## config.mk

```make
export PLATFORM = sky130hd
export DESIGN_NAME = mul_seq_ctrl
export DESIGN_NICKNAME = d
export VERILOG_FILES = /design/src/rtl/mul_seq_pkg.sv /design/src/rtl/slice_mul2.sv /design/src/rtl/mul_seq_ctrl.sv
export SDC_FILE = /design/constraint.sdc
export NUM_CORES = 1
export LEC_CHECK = 0
export BUFFER_PORTS_ARGS = -buffer_cell sky130_fd_sc_hd__clkbuf_2
export CAP_MARGIN = 20
export CORE_ASPECT_RATIO = 2
export CORE_MARGIN = 1
export CORE_UTILIZATION = 57
export DETAILED_ROUTE_END_ITERATION = 6
export MAX_ROUTING_LAYER = met4
export PLACE_DENSITY = 0.8
export SLEW_MARGIN = 40
export SYNTH_ARGS = -nofsm -noshare
export SYNTH_HDL_FRONTEND = slang
export SYNTH_SLANG_ARGS = --single-unit
```

## constraint.sdc

```tcl
create_clock -name clk -period 3.29 [get_ports clk]
set_input_delay 0.658 -clock clk [delete_from_list [all_inputs] [get_ports clk]]
set_output_delay 0.658 -clock clk [all_outputs]
set_load 0.03 [all_outputs]
```

## src/rtl/mul_seq_pkg.sv

```systemverilog
// Shared definitions for the digit-serial multiplier controller: FSM state
// encoding, default operand size and the digit / partial-product widths.
package mul_seq_pkg;

    localparam int N_DIG_DEFAULT = 4;
    localparam int DIG_W         = 2;
    localparam int PP_W          = 4;

    typedef enum logic [1:0] {
        IDLE  = 2'd0,
        RUN   = 2'd1,
        DRAIN = 2'd2,
        DONE  = 2'd3
    } state_t;

endpackage

```

## src/rtl/slice_mul2.sv

```systemverilog
// 2x2 unsigned multiplier slice with a registered 4-bit result.
// Built from two conditional adds so no generic multiplier is inferred.
module slice_mul2
    import mul_seq_pkg::*;
(
    input  logic             clk,
    input  logic             reset,
    input  logic [DIG_W-1:0] x,
    input  logic [DIG_W-1:0] y,
    output logic [PP_W-1:0]  p
);

    logic [PP_W-1:0] p_next;

    // Partial product: x*y[0] plus x*y[1] shifted left by one.
    always_comb begin
        p_next = '0;
        if (y[0]) p_next = p_next + {2'b00, x};
        if (y[1]) p_next = p_next + {1'b0, x, 1'b0};
    end

    // Register the partial product, giving the one-cycle slice latency.
    always_ff @(posedge clk) begin
        if (reset) p <= '0;
        else       p <= p_next;
    end

endmodule

```

## src/rtl/mul_seq_ctrl.sv

```systemverilog
// Sequential multiplier controller: multiplies two unsigned operands of
// N_DIG 2-bit digits by feeding digit pairs through a single 2x2 slice and
// shift-adding the partial products into an accumulator.
// Optional build macro MUL_SEQ_SKIP_ZERO_EN: skip every zero digit of
// operand a (its whole row of pairs is not issued).
module mul_seq_ctrl
    import mul_seq_pkg::*;
#(
    parameter int N_DIG = N_DIG_DEFAULT
)
(
    input  logic                              clk,
    input  logic                              reset,
    input  logic                              in_valid,
    output logic                              in_ready,
    input  logic [2*N_DIG-1:0]                a,
    input  logic [2*N_DIG-1:0]                b,
    output logic                              out_valid,
    input  logic                              out_ready,
    output logic [4*N_DIG-1:0]                product,
    output logic                              busy,
    output logic [$clog2(N_DIG*N_DIG+1)-1:0] mac_cnt
);

    localparam int OW = DIG_W * N_DIG;
    localparam int PW = 2 * OW;
    localparam int IW = (N_DIG > 1) ? $clog2(N_DIG) : 1;
    localparam int SW = $clog2(4 * N_DIG);
    localparam int MW = $clog2(N_DIG * N_DIG + 1);

    state_t state;
    state_t next_state;

    logic [OW-1:0]    a_lat;
    logic [OW-1:0]    b_lat;
    logic [IW-1:0]    dig_i;
    logic [IW-1:0]    dig_j;
    logic [PW-1:0]    acc;
    logic [MW-1:0]    mac_q;
    logic             pp_valid;
    logic [SW-1:0]    pp_shift;
    logic [PP_W-1:0]  pp;
    logic [DIG_W-1:0] a_dig;
    logic [DIG_W-1:0] b_dig;

    logic             accept;
    logic             issue;
    logic             last_j;
    logic             first_any;
    logic [IW-1:0]    first_idx;
    logic             next_any;
    logic [IW-1:0]    next_idx;

    assign a_dig   = a_lat[DIG_W*dig_i +: DIG_W];
    assign b_dig   = b_lat[DIG_W*dig_j +: DIG_W];
    assign last_j  = (dig_j == IW'(N_DIG - 1));
    assign product = acc;
    assign mac_cnt = mac_q;

    slice_mul2 u_slice (
        .clk   (clk),
        .reset (reset),
        .x     (a_dig),
        .y     (b_dig),
        .p     (pp)
    );

`ifdef MUL_SEQ_SKIP_ZERO_EN
    int first_pos;
    int next_pos;

    // Lowest non-zero digit of v at or above position 'from'; N_DIG if none.
    function automatic int first_nz_from(input logic [OW-1:0] v, input int from);
        int r;
        r = N_DIG;
        for (int k = N_DIG - 1; k >= 0; k--) begin
            if (k >= from && v[DIG_W*k +: DIG_W] != '0) r = k;
        end
        return r;
    endfunction

    // Row selection skips zero A digits: first row from the incoming operand,
    // next row from the latched one.
    always_comb begin
        first_pos = first_nz_from(a, 0);
        next_pos  = first_nz_from(a_lat, int'(dig_i) + 1);
        first_any = (first_pos < N_DIG);
        first_idx = IW'(first_pos);
        next_any  = (next_pos < N_DIG);
        next_idx  = IW'(next_pos);
    end
`else
    // Every A digit is visited in order, starting at digit 0.
    always_comb begin
        first_any = 1'b1;
        first_idx = '0;
        next_any  = (dig_i != IW'(N_DIG - 1));
        next_idx  = dig_i + IW'(1);
    end
`endif

    // State register; reset abandons any operation in flight.
    always_ff @(posedge clk) begin
        if (reset) state <= IDLE;
        else       state <= next_state;
    end

    // Next-state logic.
    always_comb begin
        next_state = state;
        case (state)
            IDLE:    if (in_valid) next_state = first_any ? RUN : DRAIN;
            RUN:     if (last_j && !next_any) next_state = DRAIN;
            DRAIN:   next_state = DONE;
            DONE:    if (out_ready) next_state = IDLE;
            default: next_state = IDLE;
        endcase
    end

    // Handshake and status outputs decoded from the state.
    always_comb begin
        in_ready  = (state == IDLE);
        out_valid = (state == DONE);
        busy      = (state != IDLE);
        issue     = (state == RUN);
        accept    = in_valid && (state == IDLE);
    end

    // Datapath: operand capture, digit indices, issue count, and the
    // accumulation of each partial product one cycle after it was issued.
    always_ff @(posedge clk) begin
        if (reset) begin
            a_lat    <= '0;
            b_lat    <= '0;
            dig_i    <= '0;
            dig_j    <= '0;
            acc      <= '0;
            mac_q    <= '0;
            pp_valid <= 1'b0;
            pp_shift <= '0;
        end else begin
            pp_valid <= issue;
            pp_shift <= SW'({dig_i, 1'b0}) + SW'({dig_j, 1'b0});
            if (accept) begin
                a_lat <= a;
                b_lat <= b;
                acc   <= '0;
                mac_q <= '0;
                dig_i <= first_idx;
                dig_j <= '0;
            end else begin
                if (pp_valid) begin
                    acc <= acc + (PW'(pp) << pp_shift);
                end
                if (issue) begin
                    mac_q <= mac_q + MW'(1);
                    if (last_j) begin
                        dig_j <= '0;
                        dig_i <= next_idx;
                    end else begin
                        dig_j <= dig_j + IW'(1);
                    end
                end
            end
        end
    end

endmodule

```

=== Yosys cells after proc, flatten, opt, wreduce, memory -nomap -nowiden ===
Index checks and enable logic that the tools add are counted.

* $add $sub $neg: 6
* Equality and inequality tests: 8
* Shift-type cells: 3
* Multiplexer cells: 7
* Reductions and logical operators: 8

{| class="wikitable"
|+ Operators with widths
! operator !! count
|-
| $add A16 B16 Y16 || 1
|-
| $shiftx A8 B4 Y2 || 2
|-
| $shl A4 B4 Y16 || 1
|-
| $mux W2 || 5
|-
| $pmux W2 S4 || 1
|-
| $eq A2 B2 Y1 const B || 3
|-
| $add A5 B1 Y5 const B || 1
|-
| $add A2 B1 Y2 const B || 2
|-
| $add A2 B3 Y4 || 1
|-
| $add A3 B3 Y4 || 1
|-
| $mux W4 || 1
|-
| $ne A2 B1 Y1 const B || 2
|-
| $ne A2 B2 Y1 const B || 2
|-
| $reduce_and A3 Y1 || 1
|-
| $eq A2 B1 Y1 const B || 1
|-
| $logic_and A1 B1 Y1 || 2
|-
| $logic_not A2 Y1 || 1
|-
| $reduce_and A2 Y1 || 1
|-
| $reduce_bool A2 Y1 || 1
|-
| $reduce_or A2 Y1 || 1
|-
| $logic_not A1 Y1 || 1
|}

* Register bits: 52
* Input port bits: 20
* Output and inout bits: 24

=== Logic depth before layout (Yosys ltp) ===
* Word-level depth: 5
* Depth in mapped cells: 11
* Mapped depth without buffers: 10

=== Modules after synthesis ===
A second synthesis with hierarchy kept.

* Cell total of the unflattened synthesis: 339
* Area total of the unflattened synthesis: 2,896.5 µm²

{| class="wikitable"
|+ Modules (own cells, without submodules)
! module !! instances !! cells an instance !! area an instance (µm²) !! sequential area each (µm²)
|-
| mul_seq_ctrl || 1 || 325 || 2,741.4 || 940.9
|-
| slice_mul2 || 1 || 14 || 155.1 || 80.1
|}

=== Worst setup path after synthesis ===
No wires, ideal clock.

* Path type: reg2reg
* Start point: register pp_shift[3]
* End point: register acc[13], in the netlist product[13]
* Arrival time: 2.179 ns
* Path slack: 0.984 ns
* Cell stages (with the launch flop): 11
* Path buffers: 1
* Path through: dfxtp_1 > clkbuf_1 > nand2b_1 > nor2_1 > ha_1 > a21oi_1 > o21bai_1 > a21oi_1 > o31ai_4 > and3b_1 > or3_1

* Word-level cells in the longest chain between the ends: 2

{| class="wikitable"
|+ RTL lines
! item !! line !! source
|-
| start: declaration || mul_seq_ctrl.sv:41 || <nowiki>logic [SW-1:0] pp_shift;</nowiki>
|-
| start signal: assignment || mul_seq_ctrl.sv:143 || <nowiki>pp_shift <= SW'({dig_i, 1'b0}) + SW'({dig_j, 1'b0});</nowiki>
|-
| $shl A4 B4 Y16 || mul_seq_ctrl.sv:153 || <nowiki>acc <= acc + (PW'(pp) << pp_shift);</nowiki>
|-
| $add A16 B16 Y16 || mul_seq_ctrl.sv:153 ||
|-
| end signal: assignment || mul_seq_ctrl.sv:153 ||
|-
| end: declaration || mul_seq_ctrl.sv:38 || <nowiki>logic [PW-1:0] acc;</nowiki>
|}

Every way passes these cells.
A chain may end at the register's enable or synchronous reset.

=== Worst setup path in the final report ===
* Start point: register pp_shift[1]
* End point: register acc[12], in the netlist product[12]

The elaborated chain is that of the path after synthesis.

==> results.tsv <==
stage	metric	value	unit
status	status	finished clean	
global_route	initial antenna violation count	0	
cells_and_area	layout cells sized above 1	18.0	%
synthesis	Synth Instances	350	
floorplan	Starting Density	59.9	%
hold_path	Worst Hold Depth	2	
synthesis	Seq/Total Area, Yosys	34.7	%
detailed_routing	WL/cell	14.6	um
critical_path	CP startpoint kind	flop	
timing	RSZ-0062 raised after global routing	no	
cells_and_area	post-layout util	66.8	%
synthesis	Async SR Flop Fraction	0	%
placement	Area after DPL	3190	sq um
synthesis	most common cell in the netlist	nand2_1	
clocking	clock root buffer	clkbuf_8	
detailed_routing	final antenna-violating net count	0	
synthesis	EDFF count, synth	0	
timing	Max-slew headroom	56.8	%
clocking	Worst-Skew Late Latency	0.31	ns
floorplan	FP Rows	36	
detailed_routing	Via density	5.75	
detailed_routing	detailed-route DRC error count	0	
detailed_routing	Initial DRT Pass Iterations	4	
critical_path	FF-to-FF Start	pp_shift[1]	
hold_path	Worst Hold Endpoint	b_lat[5]	
floorplan	Die X	52.8	um
detailed_routing	met3 routed WL	187	um
detailed_routing	DR WL met2	3680	um
critical_path	R2R Setup Slk	0.59	ns
placement	pre-CTS setup slack	0.650	ns
synthesis	Post-Syn Nets	397	
floorplan	core area	4910	sq um
power_and_ir_drop	Seq pwr share	45.5	%
timing	TNS Setup	0	ns
timing	fin. max-slew vios	0	
power_and_ir_drop	leakage	1.36	nW
synthesis	top-area cell type share of the netlist area	34.7	%
timing	setup ws final	0.588	ns
clocking	TritonCTS buffer count	5	
detailed_routing	met1 WL	2270	um
timing	Max Freq	370	MHz
cells_and_area	area of the multi-input gates	1800	sq um
power_and_ir_drop	sw frac	37.0	%
global_route	vias in the first global route	2533	
global_route	first-pass GRT wire length	10800	um
clocking	PostCTS Resize Cnt	0	
synthesis	Synth Warn #	0	
placement	GPL Wtd Cong	0.951	
clocking	Post-CTS Hold Fix Bufs	0	
placement	DP HPWL	5080	um
placement	DP Cell Count	438	
hold_path	Hold Crit Class	reg -> reg	
synthesis	Yosys top cell by area	dfxtp_1	
clocking	total clock sinks	51	
clocking	CTS max path bufs	2	
detailed_routing	Initial DRC Count	62	
critical_path	RR Endpoint	product[12]	
clocking	CTS clk-pin slew, worst paths	0.09	ns
timing	final-report setup violation count	0	
power_and_ir_drop	sw power	605	uW
power_and_ir_drop	pwr dens	500	nW/um^2
timing	fin crit share	82.1	%
power_and_ir_drop	P_int	1.03	mW
synthesis	prevailing post-synth register cell	dfxtp_1	
synthesis	Avg Inst Size Synth	8.40	sq um
detailed_routing	aggregate routed wire length	6510	um
placement	I/O Buffers	43	
critical_path	CP arrival	2.90	ns
power_and_ir_drop	clock share of power	21.7	%
synthesis	Mapped Area	2940	sq um
timing	worst clock skew	0.0113	ns
timing	fin crit period	2.70	ns
cells_and_area	Final nets	435	
critical_path	cells on worst reg2reg path	10	
synthesis	number of distinct library cells after synthesis	42	
critical_path	crit end category	flop	
global_route	GRT overflow	0	
detailed_routing	vias post-DR	2565	
global_route	GRT Util Overall	26.9	%
timing	Worst Tran Pin Value	0.646	ns
power_and_ir_drop	Comb pwr share	32.8	%
detailed_routing	DR top layer	met4	
critical_path	CP required	3.49	ns
floorplan	I/O pins	44	
cells_and_area	post-route cell area	3280	sq um
cells_and_area	Filler Cells Inserted	431	
floorplan	die outline height	104	um
clocking	CTS HTree Levels	2	
synthesis	synth cell count leaders	nand2_1, dfxtp_1, nor2_1	
clocking	# Post-CTS Setup Buffers	0	
synthesis	Seq cells post-synth	51	
hold_path	Hold Startpoint	b_lat[5]	
cells_and_area	Ant. Diodes	0	
run	Max-Cap Viols	0	
cells_and_area	final std cells w/o fill	446	
floorplan	die area	5470	sq um
cells_and_area	FF+latch area	1020	sq um
synthesis	Synth area leaders	dfxtp_1, ha_1, nand2_1	
critical_path	crit-path max FO	6	
power_and_ir_drop	Worst VDD drop	0.483	mV
critical_path	WS Path Type	reg -> reg	
cells_and_area	P&R area growth vs syn	11.5	%
timing	Final Hold Vio Count	0	
clocking	CTS tree	yes	
global_route	largest net degree at the start of global routing	28	
[cells by family after synthesis]
kind of cell	Yosys count	synth area share (%)
and+or+nand+nor	137	21.4
AOI/OAI and AO/OA	72	15.6
DFF	51	34.7
buffers and inverters	30	3.96
adders and majority gates	27	12.0
muxes	19	8.17
xor gates and xnor gates	14	4.17
[sequential cells by signal, indices dropped and copies added (netlist names)]
register   count
a_lat          8
product       16
pp_shift       3
dig_j          2
u_slice.p      4
mac_cnt        5
b_lat          8
state          2
dig_i          2
pp_valid       1
[critical path, stage by stage (launching register included)]
cell      delay, ns
dfxtp_1        0.44
nand2b_1       0.19
nor3_1         0.07
ha_1           0.23
fa_1           0.41
a21oi_1        0.21
o21ai_1        0.10
a41oi_1        0.52
a41oi_1        0.24
nand2_1        0.10
o211ai_1       0.07
[cell usage in the layout (no fill, tap or decap), drive strengths merged, types with 3 or more instances in the layout]
cell / netlist / routed
o21ai: 9 / 9
o21bai: 4 / 4
xor2: 5 / 5
o211ai: 3 / 3
nand2: 58 / 58
a21oi: 36 / 36
inv: 14 / 14
nor3: 8 / 8
nand3: 10 / 10
or3: 3 / 3
nor2b: 6 / 6
xnor2: 9 / 9
dfxtp: 51 / 51
nor2: 35 / 35
mux4: 4 / 4
ha: 25 / 25
nand4: 3 / 3
buf: 3 / 4
a21o: 3 / 3
and2: 4 / 4
o22ai: 6 / 6
nand2b: 6 / 6
a211oi: 4 / 4
mux2i: 15 / 15
clkbuf: 13 / 49
[routing by layer]
metal | GRT usage [%] | up-vias
met1 | 25.0 | 1178
met2 | 46.8 | 68
met3 | 4.99 | 28
met4 | 17.5 | 0
li1 | - | 1291
met5 | - | -
[final cells by class]
| type | count | area share, % |
|---|---|---|
| well taps | 57 | 2.18 |
| flip-flops and latches | 51 | 31.1 |
| clock buffers | 6 | 2.21 |
| multi-input cells | 269 | 55.0 |
| inverters | 14 | 1.60 |
| clock inverters | 2 | 0.382 |
| repair buffers | 47 | 7.48 |
[power groups by stage]
stage	registers [mW]	clock network (mW)	logic [mW]
2_1_floorplan	0.759	0	0.408
3_3_place_gp	0.756	0	0.528
3_5_place_dp	0.760	0	0.541
4_1_cts	0.746	0.369	0.543
5_1_grt	0.756	0.394	0.594
6_report	0.745	0.355	0.538
[how the worst max path moves through the flow]
stage | start | to | slack, ns | depth (start not counted)
floorplan | pp_shift[3] | product[13] | 0.98 | 10
global placement | pp_shift[1] | product[12] | 0.72 | 10
detailed placement | pp_shift[1] | product[12] | 0.65 | 10
CTS | pp_shift[1] | product[12] | 0.62 | 10
global route | pp_shift[1] | product[15] | 0.37 | 9
finish | pp_shift[1] | product[12] | 0.59 | 10
[metrics by stage]
stage          hold WS [ns]  power, mW
6_report              0.457       1.64
5_1_grt               0.474       1.74
4_1_cts               0.457       1.66
3_5_place_dp          0.445       1.30
3_3_place_gp          0.439       1.28
2_1_floorplan         0.433       1.17
(Power assumes the default switching activity.)
